`src/rtl/pool_window_feeder.sv`:
```
// Buffers one FM_SIZE x FM_SIZE frame, then streams every pooling window element-by-element
// (pad positions as most-negative) to a running-max stage, one element per cycle.
module pool_window_feeder #(
  parameter int KERNEL_SIZE = 3,
  parameter int FM_SIZE     = 4,
  parameter int PADDING     = 0,
  parameter int STRIDE      = 1
) (
  input  logic               i_clk,
  input  logic               i_rst,
  input  logic               i_valid,
  input  logic signed [47:0] i_data,
  output logic               o_ready,
  output logic signed [47:0] o_data,
  output logic               o_clean,
  output logic               o_en_mp,
  output logic               o_win_last,
  output logic               o_frame_done,
  output logic               o_busy
);
  localparam int OUT = (FM_SIZE + 2*PADDING - KERNEL_SIZE)/STRIDE + 1;
  localparam int N   = FM_SIZE*FM_SIZE;
  localparam int KW  = (KERNEL_SIZE > 1) ? $clog2(KERNEL_SIZE) : 1;
  localparam int OW  = (OUT > 1) ? $clog2(OUT) : 1;
  localparam int AW  = (N > 1) ? $clog2(N) : 1;
  localparam logic signed [47:0] PAD_VAL = 48'sh8000_0000_0000;

  typedef enum logic [1:0] {IDLE, FILL, DRAIN, DONE} state_t;

  state_t            state_q, state_d;
  logic [AW-1:0]     wr_addr_q, wr_addr_d;
  logic [KW-1:0]     kr_q, kr_d, kc_q, kc_d;
  logic [OW-1:0]     orow_q, orow_d, ocol_q, ocol_d;
  logic signed [47:0] data_q, data_d;
  logic              clean_q, clean_d, en_q, en_d, last_q, last_d, done_q, done_d;

  logic signed [47:0] mem [N];
  logic [AW-1:0]     rd_addr;
  int                r, c;
  logic              pad, kc_end, kr_end, win_end, ocol_end, frame_end;

  always_ff @(posedge i_clk) begin
    if (state_q == FILL && i_valid) mem[wr_addr_q] <= i_data;
  end

  always_comb begin
    state_d   = state_q;
    wr_addr_d = wr_addr_q;
    kr_d      = kr_q;
    kc_d      = kc_q;
    orow_d    = orow_q;
    ocol_d    = ocol_q;
    data_d    = '0;
    clean_d   = 1'b1;
    en_d      = 1'b0;
    last_d    = 1'b0;
    done_d    = 1'b0;
    r         = int'(orow_q)*STRIDE + int'(kr_q) - PADDING;
    c         = int'(ocol_q)*STRIDE + int'(kc_q) - PADDING;
    pad       = (r < 0) || (r >= FM_SIZE) || (c < 0) || (c >= FM_SIZE);
    rd_addr   = AW'(r*FM_SIZE + c);
    kc_end    = (kc_q == KW'(KERNEL_SIZE-1));
    kr_end    = (kr_q == KW'(KERNEL_SIZE-1));
    win_end   = kc_end && kr_end;
    ocol_end  = (ocol_q == OW'(OUT-1));
    frame_end = win_end && ocol_end && (orow_q == OW'(OUT-1));

    case (state_q)
      IDLE: state_d = FILL;
      FILL: begin
        if (i_valid) begin
          if (wr_addr_q == AW'(N-1)) begin
            wr_addr_d = '0;
            state_d   = DRAIN;
          end else begin
            wr_addr_d = wr_addr_q + 1'b1;
          end
        end
      end
      DRAIN: begin
        en_d    = 1'b1;
        clean_d = (kr_q == '0) && (kc_q == '0);
        last_d  = win_end;
        data_d  = pad ? PAD_VAL : mem[rd_addr];
        kc_d    = kc_end ? '0 : kc_q + 1'b1;
        if (kc_end) kr_d = kr_end ? '0 : kr_q + 1'b1;
        if (win_end) ocol_d = ocol_end ? '0 : ocol_q + 1'b1;
        // orow advances per output row and wraps only at frame end
        if (win_end && ocol_end) orow_d = frame_end ? '0 : orow_q + 1'b1;
        if (frame_end) state_d = DONE;
      end
      DONE: begin
        done_d  = 1'b1;
        state_d = IDLE;
      end
      default: state_d = IDLE;
    endcase
  end

  always_ff @(posedge i_clk) begin
    if (i_rst) begin
      state_q   <= IDLE;
      wr_addr_q <= '0;
      kr_q      <= '0;
      kc_q      <= '0;
      orow_q    <= '0;
      ocol_q    <= '0;
      data_q    <= '0;
      clean_q   <= 1'b1;
      en_q      <= 1'b0;
      last_q    <= 1'b0;
      done_q    <= 1'b0;
    end else begin
      state_q   <= state_d;
      wr_addr_q <= wr_addr_d;
      kr_q      <= kr_d;
      kc_q      <= kc_d;
      orow_q    <= orow_d;
      ocol_q    <= ocol_d;
      data_q    <= data_d;
      clean_q   <= clean_d;
      en_q      <= en_d;
      last_q    <= last_d;
      done_q    <= done_d;
    end
  end

  assign o_data       = data_q;
  assign o_clean      = clean_q;
  assign o_en_mp      = en_q;
  assign o_win_last   = last_q;
  assign o_frame_done = done_q;
  assign o_ready      = (state_q == FILL);
  assign o_busy       = (state_q != IDLE);
endmodule

```
`config.mk`:
```
export PLATFORM = sky130hd
export DESIGN_NAME = pool_window_feeder
export DESIGN_NICKNAME = d
export VERILOG_FILES = /design/src/rtl/pool_window_feeder.sv
export SDC_FILE = /design/constraint.sdc
export NUM_CORES = 1
export LEC_CHECK = 0
export ABC_AREA = 1
export ABC_CLOCK_PERIOD_IN_PS = 4900
export CORE_ASPECT_RATIO = 0.75
export CORE_MARGIN = 5
export CORE_UTILIZATION = 35
export DETAILED_ROUTE_END_ITERATION = 10
export PLACE_DENSITY = 0.51
export SKIP_CTS_REPAIR_TIMING = 1
export SLEW_MARGIN = 5
export SYNTH_ARGS = -nofsm -noshare
export SYNTH_HDL_FRONTEND = slang
export SYNTH_SLANG_ARGS = --single-unit
```
`constraint.sdc`:
```
create_clock -name i_clk -period 4.9 [get_ports i_clk]
set_clock_uncertainty 0.2 [all_clocks]
set_input_delay 0.98 -clock i_clk [delete_from_list [all_inputs] [get_ports i_clk]]
set_output_delay 0.98 -clock i_clk [all_outputs]
set_load 0.01 [all_outputs]
```
==> qor.yml <==
max_freq_mhz: 323.5
finalHoldViolCount: 0
critical_path_arrival_ns: 3.44
io_pins: 105
grt-ovfl-total: 0
path_depth: 9
die_x_um: 361.5
drv_slew: 0
end_kind: "register"
route.detailed.drc: 0
p_total_uw: 16600
synth_simple_gate_area_share_pct: 15.24
syn_nets: 2718
grt_pass1_vias: 19900
layout-drive-gt1-share_pct: 6.387
postSynthCellCount: 2654
nets: 2786
p_seq_share_pct: 48.2
synth_top_area_share_pct: 71.12
cp_cell_sequence: "ha_4, inv_8, buf_12, nand2_1, nand2_1, nand2_1, o211ai_1, nand3_1, a21oi_1"
slew_headroom_pct: 39.76
core_sq_um: 91650
cp_slowest_cell: "inv_8"
cts_tree: "built"
worstSetupPathType: "register to register"
rows: 96
internal_power_uw: 12220
wire_per_inst_um: 21.15
worst-path-buf-inv: 2
pwr-share-comb_pct: 14.4
cp_common_cell: "nand2_1"
grt_use_total_pct: 16.97
h-tree-depth: 3
slowest_delay_ns: 0.64
path_delay_family: "buffers and inverters"
start_util_pct: 35.38
area_growth_pct: 15.56
sw_frac_of_total_pct: 26.41
grt_pass1_wl_mm: 127.5
cts_buffer_depth: 3
dp_hpwl_mm: 44.47
seq_area_frac_synth_pct: 75.07
cap_violations: 0
min_delay_worst_endpoint: "state_q[1]"
ant_nets: 0
synth_top_family_by_area: "simple AND/OR/NAND/NOR gates"
worst_pin_slew_ns: 0.9036
r2r_end: "o_data[25]"
totalWireLength_mm: 84.91
r2r_cells: 9
synth_xor_area_share_pct: 0.05402
grt_max_degree: 135
ys_warn_count: 0
cp-start-kind: "register"
hp-start: "state_q[1]"
rr_startpoint: "kc_q[0]"
post-route-period-util_pct: 63.09
syn_area_per_cell_sq_um: 12.22
status: "complete, no violations"
drtIter0Drc: 1772
power_density_nw_per_um2: 443.1
clk_latency_ns: 0.64
synth_mux_area_share_pct: 0
portBuffers: 104
gp_congestion: 0.7646
layout_common_cells: "768 x edfxtp_1, 640 x nor2_1, 285 x nand3_1"
die_area_sq_um: 98900
synth_area_sq_um: 32430
whs_path_depth: 2
die_height_um: 273.6
viasPerCell: 5.016
r2r_setup_slack_ns: 1.81
synthAdderAreaFrac_pct: 0.5016
final_common_cell: "edfxtp_1"
synthDistinctLibCells: 25
cp_max_fo: 134
ys_top_cells_by_area: "edfxtp_1 71%, nor2_1 7.6%, nand3_1 4.4%"
required_ns: 5.25
cts_root_buf: "clkbuf_16"
peakVddDrop_v: 0.0002549
min_period_ns: 3.091
power_leakage_uw: 0.01256
p_switching_uw: 4384
fin_setup_tns_ns: 0
clk_pin_slew_ns: 0.06
yosys_register_bits: 832
synth_compound_area_share_pct: 6.185
yosysTopAreaCell: "edfxtp_1"
power.share.clock_pct: 37.5
rsz0062_at_grt: "no"
hold_class: "register to register"
drt_first_pass_iters: 5
antenna_found_initial: 2
n_fill_cell: 8507
setup_viol: 0
num_vias: 20140
cts.sinks: 832
numCtsBuffers: 81
through the flow:
stage                     setup slack (ns)  utilization [%]  instances  hold slack [ns]  area, sq um
final                                1.809            40.89       4014           0.3286        37470
after global routing                 1.549            40.89       4014           0.3622        37470
after CTS                            1.747            40.88       4012           0.3230        37470
after detailed placement             1.181            38.04       3864           0.3135        34860
after global placement               1.179            38.04       3864           0.2905        34860
after floorplan                     0.9119                -       2654           0.2553        32430
cell type report:
| type | count | area (sq um) | area share, % |
|---|---|---|---|
| repair buffers | 149 | 1554 | 4.147 |
| well taps | 1225 | 1533 | 4.090 |
| diodes | 2 | 5.005 | 0.01336 |
| flip-flops and latches | 832 | 24340 | 64.96 |
| clock buffers | 112 | 2216 | 5.913 |
| multi-input cells | 1627 | 7297 | 19.47 |
| clock inverters | 36 | 392.9 | 1.048 |
| inverters | 31 | 131.4 | 0.3506 |
power by group through the flow:
stage                     Clock (uW)  Combinational (uW)  Sequential, uW
after floorplan                    0                1590            8150
after global placement             0                2370            8150
after detailed placement           0                2410            8150
after CTS                       6360                2420            8000
after global routing            6690                2700            8010
final                           6220                2390            8000
worst reg2reg max path, delay by kind of cell, from the launching register on:
kind	cells	cell delay [ns]
AOI/OAI and AO/OA	2	0.31
buffers and inverters	2	1.14
DFF	1	0.43
adders and majority gates	1	0.40
and+or+nand+nor	4	0.55
Yosys cell counts:
library cell	count
nand4_1	1
dfxtp_1	64
buf_4	13
o21ai_1	55
nand2_1	275
nor4_1	1
inv_4	2
nor2_1	656
o41ai_1	1
nand3_1	285
a211oi_1	2
xnor2_1	1
buf_1	10
edfxtp_1	768
o21ai_0	265
buf_2	69
a21oi_1	55
clkbuf_1	61
buf_6	11
xor2_1	1
inv_1	28
clkinv_1	1
o211ai_1	14
nor3_1	2
ha_1	13
worst max path at each step:
stage / slack [ns] / to / startpoint
after global placement: 1.18 / mem[11][23] / i_valid
final: 1.81 / o_data[25] / kc_q[0]
after CTS: 1.75 / o_busy / state_q[1]
after floorplan: 0.91 / mem[11][0] / i_valid
after detailed placement: 1.18 / mem[8][30] / i_valid
after global routing: 1.55 / o_data[25] / kc_q[0]
kinds of logic (layout without fill, tap and decap cells):
family	after synthesis	count (layout)
AO/OA/AOI/OAI	392	392
other	0	2
flip-flops	832	832
AND/OR/NAND/NOR	1220	1220
adder cells (fa/ha/maj)	13	13
buffers and inverters	195	328
XOR/XNOR	2	2
sequential cells by signal, summed over array words and instances, names as in the netlist:
signal,cells
kr_q,2
wr_addr_q,4
o_clean,1
o_frame_done,1
o_en_mp,1
o_win_last,1
mem,768
state_q,2
o_data,48
kc_q,2
orow_q,1
ocol_end,1
per-layer routing:
| metal | vias to the layer above | global-route usage (%) | wire length (um) |
|---|---|---|---|
| li1 | 9509 | - | - |
| met4 | 0 | 4.299 | 1611 |
| met3 | 105 | 3.190 | 4422 |
| met5 | - | 0 | 0 |
| met2 | 451 | 26.63 | 38790 |
| met1 | 10070 | 24.44 | 40090 |
Power figures use the tool's default switching activity.
